### config.mk
export PLATFORM = sky130hd
export DESIGN_NAME = controle_flat
export DESIGN_NICKNAME = d
export VERILOG_FILES = /design/src/rtl/controle_if.sv /design/src/rtl/controle.sv /design/src/flat_wrapper.sv
export SDC_FILE = /design/constraint.sdc
export NUM_CORES = 1
export LEC_CHECK = 0
export ABC_AREA = 1
export CAP_MARGIN = 20
export CORE_AREA = 2 2 39 41
export CTS_BUF_LIST = sky130_fd_sc_hd__clkbuf_8
export CTS_CLUSTER_SIZE = 25
export DETAILED_ROUTE_END_ITERATION = 10
export DIE_AREA = 0 0 41 43
export PLACE_DENSITY = 0.7
export SYNTH_ARGS = -nofsm -noshare
export SYNTH_HDL_FRONTEND = slang
export SYNTH_SLANG_ARGS = --single-unit
### constraint.sdc
create_clock -name clock -period 1.25 [get_ports clock]
set_clock_uncertainty 0.15 [all_clocks]
set_input_delay 0.25 -clock clock [delete_from_list [all_inputs] [get_ports clock]]
set_output_delay 0.25 -clock clock [all_outputs]
set_load 0.01 [all_outputs]
### src/rtl/controle_if.sv
// Opcode-in / control-out bundle between decode and the datapath.
interface controle_if;
  logic [5:0] opcode;
  logic [1:0] c_ALUOp;
  logic       c_fonte_ula;
  logic [2:0] c_desvio;
  logic [1:0] c_memoria;
  logic       c_memtoreg;
  logic       c_escrever_reg;
  logic       c_reg_destino;
  logic       c_invalido;

  // Instruction decode side: supplies the opcode, consumes controls.
  modport master (
    output opcode,
    input  c_ALUOp, c_fonte_ula, c_desvio, c_memoria,
    input  c_memtoreg, c_escrever_reg, c_reg_destino, c_invalido
  );

  // Control unit side: consumes the opcode, drives controls.
  modport slave (
    input  opcode,
    output c_ALUOp, c_fonte_ula, c_desvio, c_memoria,
    output c_memtoreg, c_escrever_reg, c_reg_destino, c_invalido
  );
endinterface

### src/rtl/controle.sv
// Main MIPS32 control decoder: opcode -> registered datapath controls.
module controle (
  input  logic       clock,
  input  logic       reset,
  controle_if.slave  bus
);

  localparam int unsigned OP_W     = 6;
  localparam int unsigned ALUOP_W  = 2;
  localparam int unsigned DESVIO_W = 3;
  localparam int unsigned MEM_W    = 2;

  localparam logic [OP_W-1:0] OP_RTYPE = 6'b000000;
  localparam logic [OP_W-1:0] OP_ADDI  = 6'b001000;
  localparam logic [OP_W-1:0] OP_LW    = 6'b100011;
  localparam logic [OP_W-1:0] OP_SW    = 6'b101011;
  localparam logic [OP_W-1:0] OP_BEQ   = 6'b000100;
  localparam logic [OP_W-1:0] OP_BNE   = 6'b000101;
  localparam logic [OP_W-1:0] OP_J     = 6'b000010;
  localparam logic [OP_W-1:0] OP_JAL   = 6'b000011;

  localparam logic [ALUOP_W-1:0] ALU_ADD = 2'b00;
  localparam logic [ALUOP_W-1:0] ALU_SUB = 2'b01;
  localparam logic [ALUOP_W-1:0] ALU_R   = 2'b10;

  localparam logic [DESVIO_W-1:0] DV_SEQ = 3'b000;
  localparam logic [DESVIO_W-1:0] DV_BEQ = 3'b001;
  localparam logic [DESVIO_W-1:0] DV_BNE = 3'b010;
  localparam logic [DESVIO_W-1:0] DV_J   = 3'b011;
  localparam logic [DESVIO_W-1:0] DV_JAL = 3'b100;

  localparam logic [MEM_W-1:0] MEM_IDLE  = 2'b00;
  localparam logic [MEM_W-1:0] MEM_READ  = 2'b01;
  localparam logic [MEM_W-1:0] MEM_WRITE = 2'b10;

  logic [ALUOP_W-1:0]  aluop_c;
  logic                fonte_ula_c;
  logic [DESVIO_W-1:0] desvio_c;
  logic [MEM_W-1:0]    memoria_c;
  logic                memtoreg_c;
  logic                escrever_reg_c;
  logic                reg_destino_c;
  logic                invalido_c;

  // Combinational decode; unknown opcodes fall back to NOP-safe zeros.
  always_comb begin
    aluop_c        = ALU_ADD;
    fonte_ula_c    = 1'b0;
    desvio_c       = DV_SEQ;
    memoria_c      = MEM_IDLE;
    memtoreg_c     = 1'b0;
    escrever_reg_c = 1'b0;
    reg_destino_c  = 1'b0;
    invalido_c     = 1'b0;
    case (bus.opcode)
      OP_RTYPE: begin
        aluop_c        = ALU_R;
        escrever_reg_c = 1'b1;
        reg_destino_c  = 1'b1;
      end
      OP_ADDI: begin
        fonte_ula_c    = 1'b1;
        escrever_reg_c = 1'b1;
      end
      OP_LW: begin
        fonte_ula_c    = 1'b1;
        memoria_c      = MEM_READ;
        memtoreg_c     = 1'b1;
        escrever_reg_c = 1'b1;
      end
      OP_SW: begin
        fonte_ula_c = 1'b1;
        memoria_c   = MEM_WRITE;
      end
      OP_BEQ: begin
        aluop_c  = ALU_SUB;
        desvio_c = DV_BEQ;
      end
      OP_BNE: begin
        aluop_c  = ALU_SUB;
        desvio_c = DV_BNE;
      end
      OP_J: begin
        desvio_c = DV_J;
      end
      // Datapath forces $31 and PC+4 on JAL, so rt select is left at 0.
      OP_JAL: begin
        desvio_c       = DV_JAL;
        escrever_reg_c = 1'b1;
      end
      default: begin
        invalido_c = 1'b1;
      end
    endcase
  end

  // Output register with synchronous active-low reset.
  always_ff @(posedge clock) begin
    if (!reset) begin
      bus.c_ALUOp        <= ALU_ADD;
      bus.c_fonte_ula    <= 1'b0;
      bus.c_desvio       <= DV_SEQ;
      bus.c_memoria      <= MEM_IDLE;
      bus.c_memtoreg     <= 1'b0;
      bus.c_escrever_reg <= 1'b0;
      bus.c_reg_destino  <= 1'b0;
      bus.c_invalido     <= 1'b0;
    end else begin
      bus.c_ALUOp        <= aluop_c;
      bus.c_fonte_ula    <= fonte_ula_c;
      bus.c_desvio       <= desvio_c;
      bus.c_memoria      <= memoria_c;
      bus.c_memtoreg     <= memtoreg_c;
      bus.c_escrever_reg <= escrever_reg_c;
      bus.c_reg_destino  <= reg_destino_c;
      bus.c_invalido     <= invalido_c;
    end
  end

endmodule

### src/flat_wrapper.sv
// flat-port wrapper written by rule: the top's interface ports become plain ports
module controle_flat 
  (clock, reset, bus_opcode, bus_c_ALUOp, bus_c_fonte_ula, bus_c_desvio, bus_c_memoria, bus_c_memtoreg, bus_c_escrever_reg, bus_c_reg_destino, bus_c_invalido);
  controle_if bus_i ();
  input  logic clock;
  input  logic reset;
  input wire logic [$bits(bus_i.opcode)-1:0] bus_opcode;
  output wire logic [$bits(bus_i.c_ALUOp)-1:0] bus_c_ALUOp;
  output wire logic [$bits(bus_i.c_fonte_ula)-1:0] bus_c_fonte_ula;
  output wire logic [$bits(bus_i.c_desvio)-1:0] bus_c_desvio;
  output wire logic [$bits(bus_i.c_memoria)-1:0] bus_c_memoria;
  output wire logic [$bits(bus_i.c_memtoreg)-1:0] bus_c_memtoreg;
  output wire logic [$bits(bus_i.c_escrever_reg)-1:0] bus_c_escrever_reg;
  output wire logic [$bits(bus_i.c_reg_destino)-1:0] bus_c_reg_destino;
  output wire logic [$bits(bus_i.c_invalido)-1:0] bus_c_invalido;
  assign bus_i.opcode = bus_opcode;
  assign bus_c_ALUOp = bus_i.c_ALUOp;
  assign bus_c_fonte_ula = bus_i.c_fonte_ula;
  assign bus_c_desvio = bus_i.c_desvio;
  assign bus_c_memoria = bus_i.c_memoria;
  assign bus_c_memtoreg = bus_i.c_memtoreg;
  assign bus_c_escrever_reg = bus_i.c_escrever_reg;
  assign bus_c_reg_destino = bus_i.c_reg_destino;
  assign bus_c_invalido = bus_i.c_invalido;
  controle u_core (.clock(clock), .reset(reset), .bus(bus_i));
endmodule
### Word-level counts from Yosys, hierarchy flattened

Cells that the tools add are included.

| storage, ports and cells | value |
|---|---|
| input bits | 8 |
| logic and storage cells | 28 |
| output and inout port bits | 12 |
| register bits after elaboration | 12 |

| cells by class | value |
|---|---|
| eq/ne operators | 7 |
| reduce and logical (&&, ||, !) cells | 5 |
| multiplexer cells | 8 |

Operators by type and width:

| cell | number |
|---|---|
| == test 6 x 2 -> 1 bit, second input constant | 2 |
| == test 6 x 3 -> 1 bit, second input constant | 2 |
| == test 6 bit, second input constant | 2 |
| one-hot mux 3 bit (4 select lines) | 1 |
| one-hot mux 2 bit (2 select lines) | 2 |
| OR reduction 8 bit | 1 |
| == test 6 x 4 -> 1 bit, second input constant | 1 |
| zero test 6 bit | 1 |
| two-way mux 1 bit | 5 |
| OR reduction 4 bit | 1 |
| OR reduction 3 bit | 1 |
| OR reduction 2 bit | 1 |

### Depth between registers and ports, before layout

Gate-level depths: netlist (run 1).

| logic depth | value |
|---|---|
| word-level depth | 3 |
| gate-level depth with buffers | 7 |
| depth with buffers taken out | 7 |

### Worst setup path before layout (run 1)

Ideal clock, no wire load.

| timing path | value |
|---|---|
| kind | input port to flip-flop |
| from | in bus_opcode[3] |
| to | reg u_core.bus.c_invalido |
| arrival time | 0.717 ns |
| path buffers | 0 |
| setup time | 0.114 ns |
| setup slack | 0.270 ns |
| stages on the path | 6 |
| data required time | 0.986 ns |
| cell sequence | nor2_2 > nand3_1 > o21ai_1 > inv_1 > nand2_1 > nor2_1 |

| between the ends | value |
|---|---|
| longest elaborated chain between the ends | 3 |
| elaborated cells on any way between the ends | 10 |
| classes of those cells | 7 x eq/ne; 1 x mux; 2 x reduce/logical |

RTL lines:

| what | RTL line | text |
|---|---|---|
| start, declared | flat_wrapper.sv:7 | `input wire logic [$bits(bus_i.opcode)-1:0] bus_opcode;` |
| == test 6 x 4 -> 1 bit (tied with other cells) | controle.sv:55 | `case (bus.opcode)` |
| OR reduction 8 bit (no source line) (*) | - |  |
| two-way mux 1 bit (*) | controle.sv:55 |  |
| end signal, assigned | controle.sv:116 | `bus.c_invalido <= invalido_c;` |
| end, declared | controle_if.sv:24 | `output c_memtoreg, c_escrever_reg, c_reg_destino, c_invalido` |

Mark *: on every way between the ends. The rest lies on a longest branch, timed or not.
A chain may end at the register's enable or synchronous reset.

### Final worst setup path (run 1)

| timing path | value |
|---|---|
| from | reg u_core.bus.c_fonte_ula |
| to | out bus_c_fonte_ula |

RTL lines:

| what | RTL line | text |
|---|---|---|
| start, declared | controle_if.sv:23 | `output c_ALUOp, c_fonte_ula, c_desvio, c_memoria,` |
| start signal, assigned | controle.sv:110 | `bus.c_fonte_ula <= fonte_ula_c;` |
| end, declared | flat_wrapper.sv:9 | `output wire logic [$bits(bus_i.c_fonte_ula)-1:0] bus_c_fonte_ula;` |

No word-level cell between the ends.

==> results of run 1 <==
[power by group]
part	switching (mW)	leakage, nW	internal, mW	total [mW]
logic	0.0421	0.252	0.0336	0.0757
registers	0.000996	0.0972	0.389	0.390
clock network	0.133	0.0288	0.277	0.410
total	0.176	0.377	0.700	0.876
[per-stage QoR]
| step | total power, mW | cell area (sq um) |
|---|---|---|
| after floorplan | 0.431 | 435 |
| after global placement | 0.481 | 676 |
| after detailed placement | 0.481 | 676 |
| after CTS | 0.885 | 721 |
| after global routing | 0.916 | 722 |
| final | 0.876 | 722 |
[placed cells by master (no fill, tap or decap), types with 2 or more instances in the layout]
| cell | synthesis | final |
|---|---|---|
| nand2_1 | 5 | 5 |
| nand3_2 | 1 | 2 |
| nor2_4 | 1 | 2 |
| dlygate4sd2_1 | 0 | 17 |
| inv_1 | 7 | 7 |
| dfxtp_1 | 12 | 12 |
| clkbuf_8 | 0 | 4 |
| buf_4 | 0 | 4 |
| nor2_1 | 13 | 12 |
| nor2_2 | 2 | 2 |
| nand3_1 | 6 | 5 |
[worst paths after layout]
kind	start	to	slack, ns
worst min-delay path	bus_opcode[1]	u_core.bus.c_ALUOp[0]	0.24
worst max-delay path	u_core.bus.c_fonte_ula	bus_c_fonte_ula	0.05
[metal layers]
metal | up-vias | GRT usage | wire length, um
li1 | 222 | - | -
met2 | 16 | 0.156 | 360
met4 | 0 | 0.120 | 42
met3 | 4 | 0.0314 | 49
met5 | - | 0 | 0
met1 | 175 | 0.143 | 330
[cells by family (layout without fill, tap and decap cells)]
kind of cell | count (synthesis) | in the layout | share of synthesized area
AO/OA/AOI/OAI | 3 | 3 | 0.0373
buffers and inverters | 8 | 35 | 0.0690
flip-flops | 12 | 12 | 0.552
AND/OR/NAND/NOR | 31 | 31 | 0.342
[synthesized netlist by cell type]
| cell type | instances | share of area |
|---|---|---|
| inv_1 | 7 | 0.060 |
| and2_1 | 1 | 0.014 |
| a21oi_1 | 1 | 0.011 |
| nand3_2 | 1 | 0.023 |
| nand3_1 | 6 | 0.069 |
| clkinv_1 | 1 | 0.0086 |
| nor2_1 | 13 | 0.11 |
| nor2_2 | 2 | 0.029 |
| nand4_1 | 1 | 0.014 |
| a31oi_1 | 1 | 0.014 |
| dfxtp_1 | 12 | 0.55 |
| nor2_4 | 1 | 0.026 |
| o21ai_1 | 1 | 0.011 |
| nand2_1 | 5 | 0.043 |
| nor3_1 | 1 | 0.011 |
[cell type report]
type / count / area, sq um / area share
clock buffer: 4 / 55.1 / 0.0763
tap: 16 / 20.0 / 0.0277
multi-input combinational: 34 / 178 / 0.246
inverter: 8 / 30.0 / 0.0416
timing repair buffer: 23 / 199 / 0.276
sequential: 12 / 240 / 0.333
[timing repair]
action,CTS,global route
gates resized for setup,21,1
setup endpoints to repair,16,1
setup buffers,0,0
pin swaps,1,0
hold buffers,0,0
==> impl_results.md, run 1 <==
- Num CTS Buffers: 3
- CP cell instances: dlygate4sd2_1
- Worst Path Arrival: 0.80 ns
- DR WL/cell: 8.06 um
- Antenna Cells: 0
- Highest Clock Rate: 835 MHz
- Type of the worst min-delay path: primary input to flop
- Final period utilization: 0.959
- Initial DRC count: 6
- Global-route wire length before repair: 1380 um
- Largest registers: u_core.bus.c_desvio x3, u_core.bus.c_ALUOp x2, u_core.bus.c_memoria x2
- Peak VDD IR: 0.450 mV
- Vias in the first global route: 351
- First-pass detailed-route iteration total: 4
- Share of layout cells above drive strength 1: 0.173
- Worst-path clk slew: 0.05 ns
- Hold Path Depth: 2
- Kind of start point of the critical path: flop
- Die width: 41 um
- Largest net degree at the start of global routing: 11
- Cells after Synth: 54
- Max-slew violations: 0
- Crit-path leading delay family: flip-flops
- Max FFs per register: 3
- Outcome: complete, no violations
- Area growth from synthesis to layout: 65.8%
- Worst Setup Path Type: flop to output pin
- Unique masters post-synth: 15
- Setup Viol. Count Final: 0
- Crit path largest cell delay: 0.29 ns
- Initial antenna violation count: 0
- CP Max Fanout: 1
- DP Worst Slack: -0.311 ns
- Slew headroom: 0.844
- Total track usage: 0.119
- Crit path capture type: output pin
- Filler cell count: 141
- Initial Util: 0.315
- WL final: 782 um
- Worst-Margin Slew: 0.233 ns
- PwrDens: 1210 nW/um^2
- Tmin final: 1.20 ns
- Largest Register: u_core.bus.c_desvio
- Max stage delay cell, worst path: dfxtp_1
- Buf/Inv on CP: 1
- YS warnings: 0
- Detail Placement HPWL: 622 um
- Mapped Area: 435 sq um
- Hold Vio Cnt, Final: 0
- CTS H-tree lvls: 1
- Synth Register Bits: 12
- Final setup margin: 0.0517 ns
- CP required: 0.85 ns
- Routed Antenna Nets: 0
- Max Cap Viol: 0
- CTS sink count: 12
- Row count: 14
- Final net count: 90
- Area of the core: 1380 sq um
- Die height: 43 um
- Via/cell ratio: 4.30
- Placed Instances: 93
- WP depth: 1
- LEAKAGE: 0.377 nW
- Port bufs: 19
- Hold Slack: 0.238 ns
- Vias: 417
- Syn avg cell area: 8.06 sq um
- Clock Path Buffers: 2
- Total gr overflow: 0
- Layout Utilization: 0.522
- DRC: 0
- Die area: 1760 sq um
- Seq/Total Area, Yosys: 0.552
- CTS tree: yes
- Finished Layout Cells: 97
- Setup TNS: 0 ns
- Clock Tree Root: clkbuf_8
- RD Place Congestion: 0.802
- Net count of the mapped netlist: 62
- I/O pin total: 20
- RSZ-0062 raised after global routing: false
(Power assumes the default switching activity.)
==> inputs of run 2 (changes only) <==
--- a/config.mk
+++ b/config.mk
@@ -6,12 +6,14 @@
 export NUM_CORES = 1
 export LEC_CHECK = 0
 export ABC_AREA = 1
+export ABC_CLOCK_PERIOD_IN_PS = 1250
 export CAP_MARGIN = 20
 export CORE_AREA = 2 2 39 41
 export CTS_BUF_LIST = sky130_fd_sc_hd__clkbuf_8
 export CTS_CLUSTER_SIZE = 25
 export DETAILED_ROUTE_END_ITERATION = 10
 export DIE_AREA = 0 0 41 43
+export GPL_TIMING_DRIVEN = 0
 export PLACE_DENSITY = 0.7
 export SYNTH_ARGS = -nofsm -noshare
 export SYNTH_HDL_FRONTEND = slang
==> impl_results.md, run 2 (synthesized netlist as in run 1, its figures left out) <==
- Largest net degree at the start of global routing: 11
- WL final: 746 um
- Initial antenna violation count: 0
- Hold Path Depth: 2
- I/O pin total: 20
- RD Place Congestion: 0.797
- Setup Viol. Count Final: 0
- Final net count: 86
- Max stage delay cell, worst path: dfxtp_1
- First-pass detailed-route iteration total: 4
- Worst-Margin Slew: 0.207 ns
- Area growth from synthesis to layout: 54.6%
- Vias: 405
- Worst Setup Path Type: flop to output pin
- Detail Placement HPWL: 602 um
- Global-route wire length before repair: 1230 um
- Post-CTS setup buffer count: 0
- CP cell instances: dlygate4sd2_1
- Setup TNS: 0 ns
- Final instance area: 673 sq um
- Type of the worst min-delay path: primary input to flop
- CP required: 0.85 ns
- Antenna Cells: 0
- Commonest non-fill, non-tap cells in the layout: dlygate4sd2_1 (18), nor2_1 (13), dfxtp_1 (12)
- DRC: 0
- Layout Utilization: 0.486
- Largest Register: u_core.bus.c_desvio
- Die height: 43 um
- Reg area: 240 sq um
- Outcome: complete, no violations
- Routed Antenna Nets: 0
- PwrDens: 1170 nW/um^2
- Total track usage: 0.106
- Max-slew violations: 0
- Tmin final: 1.19 ns
- Placed cell areas: 646 sq um
- DR WL/cell: 8.11 um
- CTS sink count: 12
- Row count: 14
- Clock Tree Root: clkbuf_8
- LEAKAGE: 0.355 nW
- Num CTS Buffers: 3
- Filler cell count: 155
- Final period utilization: 0.950
- Max FFs per register: 3
- Die area: 1760 sq um
- Crit-path leading delay family: flip-flops
- Total gr overflow: 0
- WP depth: 1
- Most common cell after layout, fill and taps aside: dlygate4sd2_1
- Buf/Inv on CP: 1
- Worst-path clk slew: 0.04 ns
- Hold Vio Cnt, Final: 0
- Slew headroom: 0.862
- Initial Util: 0.315
- Port bufs: 19
- Crit path largest cell delay: 0.29 ns
- Multi-input gate area: 170 sq um
- Hold Slack: 0.250 ns
- Max Cap Viol: 0
- Kind of start point of the critical path: flop
- Total Power: 786 uW
- Largest registers: u_core.bus.c_desvio x3, u_core.bus.c_ALUOp x2, u_core.bus.c_memoria x2
- Crit path from: u_core.bus.c_desvio[2]
- RSZ-0062 raised after global routing: false
- CTS H-tree lvls: 1
- Clock Path Buffers: 2
- Hold wc startpoint: bus_opcode[1]
- Worst Path Arrival: 0.79 ns
- Share of layout cells above drive strength 1: 0.105
- CP Max Fanout: 1
- Die width: 41 um
- Highest Clock Rate: 842 MHz
- Via/cell ratio: 4.40
- Initial DRC count: 6
- CTS tree: yes
- Vias in the first global route: 331
- Peak VDD IR: 0.432 mV
- Area of the core: 1380 sq um
- Crit path capture type: output pin
## run 2: cell types whose count changed in the layout (fill, tap and decap cells not counted), sizes merged
cell,change
buf,-4
clkbuf,-1
clkdlybuf4s15,-1
clkinv,-1
clkinvlp,+1
dlygate4sd2,+1
## run 2: through the flow
stage	std cells	worst slack [ns]
CTS	92	0.0427
detailed placement	89	-0.312
global route	92	0.00655
global placement	89	-0.306
finish	92	0.0621
floorplan	54	0.270
## run 2: metal layers
layer  GRT usage  up-vias  share of wire
met5           0        -              0
met4       0.100        0          0.032
met3      0.0314        4          0.062
met2       0.153       14           0.49
met1       0.114      173           0.41
li1            -      214              -
## run 2: area by class of cell
class / instances / area share
clock buffer: 3 / 0.0613
inverter: 8 / 0.0502
multi-input combinational: 34 / 0.253
sequential: 12 / 0.357
tap: 16 / 0.0297
timing repair buffer: 19 / 0.249
## run 2: path summary, 6_finish.rpt
path / end / slack, ns
hold / removal: u_core.bus.c_ALUOp[0] / 0.25
setup / recovery: bus_c_desvio[2] / 0.06
## run 2: power by group
group | internal (mW) | switching (mW) | leakage, nW
registers | 0.390 | 0.000933 | 0.0972
clock network | 0.210 | 0.114 | 0.0216
logic | 0.0298 | 0.0411 | 0.236
total | 0.630 | 0.156 | 0.355
## run 2: repair_timing
action	in CTS	in global routing
endpoints found under the setup margin	15	1
gates resized for setup	19	1
hold buffers	0	0
